==> src/rtl/fetch_queue_if.sv <==
// fetch_queue_if: groups the fetch front-end's bus signals.
//   master : fetch_queue side (drives imem_addr, out_*, count)
//   slave  : environment side (instruction memory, execute redirect, decode)
// Signals:
//   imem_addr[63:0]   fetch address to instruction memory
//   imem_instr[31:0]  instruction at imem_addr (same-cycle read)
//   redirect_valid    execute-stage redirect
//   redirect_pc[63:0] redirect target
//   out_valid         head entry valid
//   out_pc[63:0]      PC of head entry
//   out_instr[31:0]   instruction of head entry
//   out_ready         decode accepts head this cycle
//   count             current occupancy
interface fetch_queue_if #(
    parameter int unsigned DEPTH = 4
);
    logic [63:0]             imem_addr;
    logic [31:0]             imem_instr;
    logic                    redirect_valid;
    logic [63:0]             redirect_pc;
    logic                    out_valid;
    logic [63:0]             out_pc;
    logic [31:0]             out_instr;
    logic                    out_ready;
    logic [$clog2(DEPTH):0]  count;

    modport master (
        output imem_addr, out_valid, out_pc, out_instr, count,
        input  imem_instr, redirect_valid, redirect_pc, out_ready
    );

    modport slave (
        input  imem_addr, out_valid, out_pc, out_instr, count,
        output imem_instr, redirect_valid, redirect_pc, out_ready
    );
endinterface

==> src/rtl/fetch_queue.sv <==
// fetch_queue: instruction fetch front-end ahead of decode.
// Owns the fetch PC, drives instruction memory, buffers {PC, instruction}
// pairs in a DEPTH-entry FIFO and presents the head with valid/ready.
// A redirect flushes the queue and restarts fetch at the (word-aligned) target.
// Ports:
//   clk    : clock, all state updates on rising edge
//   reset  : synchronous active-low reset
//   bus    : fetch_queue_if master modport (imem, redirect, decode handshake)
module fetch_queue #(
    parameter int unsigned DEPTH    = 4,
    parameter logic [63:0] RESET_PC = 64'd0
) (
    input  logic          clk,
    input  logic          reset,
    fetch_queue_if.master bus
);
    localparam int unsigned AW = $clog2(DEPTH);
    localparam int unsigned CW = $clog2(DEPTH) + 1;

    logic [63:0]   pc_mem    [DEPTH];
    logic [31:0]   instr_mem [DEPTH];
    logic [AW-1:0] rd_ptr, wr_ptr, rd_next;
    logic [CW-1:0] cnt, cnt_next;
    logic [63:0]   fetch_pc;
    logic [63:0]   out_pc_q;
    logic [31:0]   out_instr_q;
    logic [63:0]   head_pc;
    logic [31:0]   head_instr;
    logic          deq, enq;

    assign bus.imem_addr = fetch_pc;
    assign bus.out_valid = (cnt != '0);
    assign bus.out_pc    = out_pc_q;
    assign bus.out_instr = out_instr_q;
    assign bus.count     = cnt;

    always_comb begin
        deq      = (cnt != '0) && bus.out_ready;
        enq      = !bus.redirect_valid && ((cnt < CW'(DEPTH)) || deq);
        rd_next  = rd_ptr + AW'(deq);
        cnt_next = bus.redirect_valid ? '0 : (cnt + CW'(enq) - CW'(deq));
        // Output registers track the post-edge head; when the queue drains
        // and refills in the same edge the new head is the entry being written.
        if (enq && (rd_next == wr_ptr)) begin
            head_pc    = fetch_pc;
            head_instr = bus.imem_instr;
        end else begin
            head_pc    = pc_mem[rd_next];
            head_instr = instr_mem[rd_next];
        end
    end

    always_ff @(posedge clk) begin
        if (!reset) begin
            fetch_pc    <= RESET_PC;
            rd_ptr      <= '0;
            wr_ptr      <= '0;
            cnt         <= '0;
            out_pc_q    <= '0;
            out_instr_q <= '0;
        end else if (bus.redirect_valid) begin
            fetch_pc <= {bus.redirect_pc[63:2], 2'b00};
            rd_ptr   <= '0;
            wr_ptr   <= '0;
            cnt      <= '0;
        end else begin
            if (enq) begin
                pc_mem[wr_ptr]    <= fetch_pc;
                instr_mem[wr_ptr] <= bus.imem_instr;
                wr_ptr            <= wr_ptr + 1'b1;
                fetch_pc          <= fetch_pc + 64'd4;
            end
            rd_ptr <= rd_next;
            cnt    <= cnt_next;
            if (cnt_next != '0) begin
                out_pc_q    <= head_pc;
                out_instr_q <= head_instr;
            end
        end
    end
endmodule

==> src/flat_wrapper.sv <==
// flat-port wrapper written by rule: the top's interface ports become plain ports
module fetch_queue_flat 
#(
    parameter int unsigned DEPTH    = 4,
    parameter logic [63:0] RESET_PC = 64'd0
)
  (clk, reset, bus_imem_addr, bus_out_valid, bus_out_pc, bus_out_instr, bus_count, bus_imem_instr, bus_redirect_valid, bus_redirect_pc, bus_out_ready);
  fetch_queue_if #(.DEPTH(DEPTH)) bus_i ();
  input  logic clk;
  input  logic reset;
  output wire logic [$bits(bus_i.imem_addr)-1:0] bus_imem_addr;
  output wire logic [$bits(bus_i.out_valid)-1:0] bus_out_valid;
  output wire logic [$bits(bus_i.out_pc)-1:0] bus_out_pc;
  output wire logic [$bits(bus_i.out_instr)-1:0] bus_out_instr;
  output wire logic [$bits(bus_i.count)-1:0] bus_count;
  input wire logic [$bits(bus_i.imem_instr)-1:0] bus_imem_instr;
  input wire logic [$bits(bus_i.redirect_valid)-1:0] bus_redirect_valid;
  input wire logic [$bits(bus_i.redirect_pc)-1:0] bus_redirect_pc;
  input wire logic [$bits(bus_i.out_ready)-1:0] bus_out_ready;
  assign bus_imem_addr = bus_i.imem_addr;
  assign bus_out_valid = bus_i.out_valid;
  assign bus_out_pc = bus_i.out_pc;
  assign bus_out_instr = bus_i.out_instr;
  assign bus_count = bus_i.count;
  assign bus_i.imem_instr = bus_imem_instr;
  assign bus_i.redirect_valid = bus_redirect_valid;
  assign bus_i.redirect_pc = bus_redirect_pc;
  assign bus_i.out_ready = bus_out_ready;
  fetch_queue #(.DEPTH(DEPTH), .RESET_PC(RESET_PC)) u_core (.clk(clk), .reset(reset), .bus(bus_i));
endmodule
==> config.mk <==
export PLATFORM = sky130hd
export DESIGN_NAME = fetch_queue_flat
export DESIGN_NICKNAME = d
export VERILOG_FILES = /design/src/rtl/fetch_queue_if.sv /design/src/rtl/fetch_queue.sv /design/src/flat_wrapper.sv
export SDC_FILE = /design/constraint.sdc
export NUM_CORES = 1
export LEC_CHECK = 0
export ABC_AREA = 1
export BUFFER_PORTS_ARGS = -buffer_cell sky130_fd_sc_hd__buf_2
export CAP_MARGIN = 5
export CORE_MARGIN = 4
export CORE_UTILIZATION = 30
export DETAILED_ROUTE_END_ITERATION = 6
export PLACE_DENSITY = 0.43
export SYNTH_ARGS = -nofsm -noshare
export SYNTH_HDL_FRONTEND = slang
export SYNTH_SLANG_ARGS = --single-unit
==> constraint.sdc <==
create_clock -name clk -period 7.45 [get_ports clk]
set_input_delay 1.1175 -clock clk [delete_from_list [all_inputs] [get_ports clk]]
set_output_delay 1.1175 -clock clk [all_outputs]
set_load 0.005 [all_outputs]
* After elaboration in Yosys (flattened, before gate mapping) *
Memories as Yosys holds them, arrays and structs flattened. A register that Yosys moved wholly into a read port is not among the register bits.
Cells that the tools add are included.

cells by class
  bitwise logic cells = 2
  add/sub/neg operators = 5
  $lt $le $gt $ge = 1
  mux-type cells = 7
  reduce and logical (&&, ||, !) cells = 11

operator list
  operator                 number
  $mux W64                 2
  $add A64 B3 Y64 const B  1
  $reduce_bool A3 Y1       2
  $mux W1                  4
  $add A3 B1 Y3            1
  $logic_not A1 Y1         3
  $lt A3 B3 Y1 const B     1
  $mux W3                  1
  $sub A3 B1 Y3            1
  $add A2 B1 Y2            1
  $add A2 B1 Y2 const B    1
  $logic_and A1 B1 Y1      2
  $not A1 Y1               2
  $reduce_and A2 Y1        1
  $reduce_bool A2 Y1       1
  $reduce_or A2 Y1         1
  $logic_or A1 B1 Y1       1

word-level totals
  input port bits = 100
  logic and storage cells = 33
  RAM bits = 384
  register bits after elaboration = 71
  output and inout bits = 164
  memories kept = 2

memory list
  name              words  bits a word  rd ports  clocked after memory_dff  write ports  RTL line           RTL
  u_core.pc_mem     4      64           1         1                         1            fetch_queue.sv:20  logic [63:0] pc_mem [DEPTH];
  u_core.instr_mem  4      32           1         1                         1            fetch_queue.sv:21  logic [31:0] instr_mem [DEPTH];

* Longest topological paths before layout *
  depth in word-level cells = 9
  gate-level depth with buffers = 17
  gate-level depth less buffers = 15

* Worst setup path after synthesis *
No wires, ideal clock.

  kind = input port to flip-flop
  start = in reset
  end = mem u_core.instr_mem[0][0], enable pin
  buffers on the path = 1
  data required time = 6.903 ns
  slack = 1.485 ns
  cell stages on the path = 5
  arrival = 5.418 ns
  setup time = 0.547 ns
  cells stage by stage = buf_4 > inv_4 > nor2_8 > nand2_4 > nor2_1

on the way
  cells in the longest elaborated chain, start to end = 2

ends and longest elaborated chain
  element                        RTL line            RTL
  start, declared                flat_wrapper.sv:10  input logic reset;
  $mux W1                        fetch_queue.sv:54   if (!reset) begin
  $mux W1 (not written as such)  fetch_queue.sv:69   instr_mem[wr_ptr] <= bus.imem_instr;
  end, declared                  fetch_queue.sv:21

Every way passes these cells.

* Final worst setup path *
  start = in reset
  end = reg u_core.out_pc_q[2], in the netlist u_core.bus.out_pc[2], read port of u_core.pc_mem

on the way
  cells in the longest elaborated chain, start to end = 1

ends and longest elaborated chain
  element                            RTL line           RTL
  $logic_not A1 Y1 (no source line)  --
  end, declared                      fetch_queue.sv:25  logic [63:0] out_pc_q;

Every way passes these cells.
A chain may end at the register's enable or synchronous reset.

==> metrics.cfg <==
[synthesis]
synth-edff-count=376
yosysTopAreaCellShare_pct=47.1
yosysTopAreaCell=edfxtp_1
synthTopCellsByArea=edfxtp_1 47%, nand2_1 18%, dfxtp_1 14%
syn_inst=2772
synth_cell_types=42
ys_seq_area_share_pct=60.7
async_flop_share_pct=0
synth_flop_cell=edfxtp_1
synth_seq_cells=539
yosys_warnings=0
syn_avg_cell_area_um2=8.65
synth_area_mm2=0.0240

[floorplan]
rows=103
coreArea_mm2=0.0791
dieArea_mm2=0.0845
io_pins=264
fp.dieH_um=291
die_x_um=291
start_util_pct=30.3

[critical_path]
crit_fanout=96
slowest_stage=buf_4
critPathLaunchType=input port
crit_path_end=u_core.bus.out_pc[2]
slowest_delay_ps=590
critical_path.top_delay_family=buffers and inverters
r2r_end=u_core.bus.out_pc[2]
r2r-start=u_core.bus.count[1]
critPathRequiredTime_ps=7980
critPathBufInv=4
reg2reg_slack_ps=3410
arrival_ps=4670
ff2ff_path_depth=12
cp-startpoint=reset
worstSetupEndpointType=flop
path_cells=buf_4 > inv_4 > nor2_8 > nand2_4 > inv_4 > nand4_4 > buf_4 > o21ai_0 > nor2_1 > nor2_1
crit_type=in -> reg
crit_cells=10

[clocking]
post_cts_resized=0
clock_sinks=539
insertion_delay_ps=590
cts_root_buf=clkbuf_16
cts_tree=yes
cts_buffers=67
cts_buffer_depth=3
htree_levels=3
ctsHoldBuffers=0
clkTransAtPathRegs_ps=60
post_cts_buffers=0

[grt]
grt_use_total_pct=18.8
grt_pass1_wl_mm=121
grt_max_degree=97
antenna_found_initial=9
gr-total-overflow=0
grt_pass1_vias=18408

[power]
power.internal_mw=5.84
p_sw_mw=2.36
pwr-share-comb_pct=17.5
swShare_pct=28.8
pwr-share-clk_pct=38.7
max-vdd-ir-drop_v=0.000157
powerDensity_mw_per_mm2=289
p_leak_nw=11.9
power_frac_seq_pct=43.8

[drt]
drt_wl_total_mm=81.6
vias=19252
via_per_inst=4.70
drc=0
drt_iter0_markers=1164
drt-wirelength-per-cell_um=19.9
ant_nets=0
drt-pass1-iter-count=5

[sta]
clock.fmax_mhz=242
finalHoldViolCount=0
slew_headroom_pct=22.1
whs_ps=517
rsz0062_at_grt=no
tightest_slew_ps=1170
clock-skew-final_ps=19.3
fin_crit_sh_pct=55.5
period_needed_ps=4140
finalMaxSlewViolations=0
fin_tns_setup_ps=0
setup_viol=0

[layout]
layout-drive-gt1-share_pct=13.4
area_growth_pct=18.4
nNetsFinal=3095
final_area_mm2=0.0284

[status]
status=completed

[placed_design]
gp_congestion=0.849
dpl_cell_area_mm2=0.0262
hpwl_mm=50.8
port_buffers=257

[run]
max_cap_viol_count=0

[hold_path]
hold_class=reg -> reg

-- layout make-up --
class	instances	area, um^2
fillers	8215	50700
flip-flops and latches	539	14600
multi-input cells	1946	8310
clock buffers	97	1920
repair buffers	283	1480
well taps	1050	1310
inverters	149	573
clock inverters	24	218
diodes	4	10.0
-- stage by stage --
stage | setup slack [ps] | std cells | utilization [%] | total power, mW
3_5_place_dp | 2620 | 3967 | 33.2 | 5.12
4_1_cts | 3240 | 4088 | 35.9 | 8.35
3_3_place_gp | 2660 | 3967 | 33.2 | 5.12
5_1_grt | 2990 | 4088 | 35.9 | 8.66
2_1_floorplan | 1490 | 2775 | - | 4.50
6_report | 3310 | 4092 | 35.9 | 8.20
-- synthesized netlist by cell type (2+ instances only) --
library cell / instances
nand2_1: 1179
edfxtp_1: 376
nor2_1: 302
o21ai_0: 175
dfxtp_1: 163
inv_1: 143
clkbuf_1: 81
o21ai_1: 66
nand3_1: 63
buf_2: 41
a22oi_1: 39
a21oi_1: 34
nand4_1: 20
buf_1: 9
buf_4: 8
ha_1: 8
a31oi_1: 7
nor3_1: 7
xor2_1: 7
nor2_2: 6
inv_2: 4
nor2_4: 4
o211ai_1: 4
o22ai_1: 4
buf_6: 2
inv_4: 2
nand3b_1: 2
o21a_1: 2
-- worst min-delay path by stage --
stage	to	from	slack, ps	cells past startpoint
floorplan	u_core.wr_ptr[0]	u_core.wr_ptr[0]	490	1
global placement	u_core.bus.out_instr[16]	u_core.bus.out_instr[16]	500	2
detailed placement	u_core.bus.out_pc[16]	u_core.bus.out_pc[16]	510	2
CTS	u_core.bus.out_pc[16]	u_core.bus.out_pc[16]	520	2
global route	u_core.bus.out_pc[11]	u_core.bus.out_pc[11]	540	2
finish	u_core.bus.out_instr[26]	u_core.bus.out_instr[26]	520	2
-- worst register-to-register path, stage by stage (launching register included) --
cell	delay, ps
dfxtp_1	350
inv_1	80
nand2_1	90
o21a_1	220
ha_4	190
xnor2_4	160
clkinv_2	700
nand2_1	360
nand4_4	450
buf_4	590
o21ai_0	600
nor2_1	80
nor2_1	110
-- cell usage in the layout, fill, tap and decap left out, drive strengths merged --
master	count
a21oi	34
a221oi	1
a22oi	39
a31oi	7
a32o	1
and2	1
and3	1
buf	283
bufinv	4
clkbuf	97
clkinv	19
conb	4
dfxtp	163
diode	4
edfxtp	376
fa	1
ha	8
inv	150
nand2	1181
nand3	63
nand3b	2
nand4	21
nor2	313
nor3	7
o211ai	4
o21a	2
o21ai	241
o21bai	1
o22ai	4
o311ai	1
xnor2	2
xor2	7
-- power by group through the flow --
| stage | sequential, mW | combinational (mW) | clock [mW] |
|---|---|---|---|
| finish | 3.59 | 1.43 | 3.18 |
| floorplan | 3.64 | 0.863 | 0 |
| global route | 3.62 | 1.64 | 3.40 |
| global placement | 3.65 | 1.46 | 0 |
| CTS | 3.60 | 1.47 | 3.28 |
| detailed placement | 3.66 | 1.47 | 0 |
-- cells by family (layout without fill, tap and decap cells) --
logic type | after synthesis | count (layout) | synth area share [%]
and+or+nand+nor | 1589 | 1589 | 25.9
DFF | 539 | 539 | 60.7
AOI/OAI and AO/OA | 335 | 335 | 7.58
buffers and inverters | 290 | 553 | 4.96
adders and majority gates | 9 | 9 | 0.501
xor gates and xnor gates | 9 | 9 | 0.360
other | 1 | 8 | 0.0156
-- state kept, by name, summed over array words and instances, names as in the netlist --
register and flops:
u_core.pc_mem 248, u_core.instr_mem 128, u_core.bus.imem_addr 62, u_core.bus.out_pc 62, u_core.bus.out_instr 32, u_core.bus.count 3, u_core.rd_ptr 2, u_core.wr_ptr 2
-- metal layers --
layer	share of wire, %	global-route usage [%]
met1	44	25.0
met2	47	31.5
met3	5.8	3.90
met4	2.5	4.79
met5	0.044	0
Note: power is estimated with default switching activity, not from simulation.
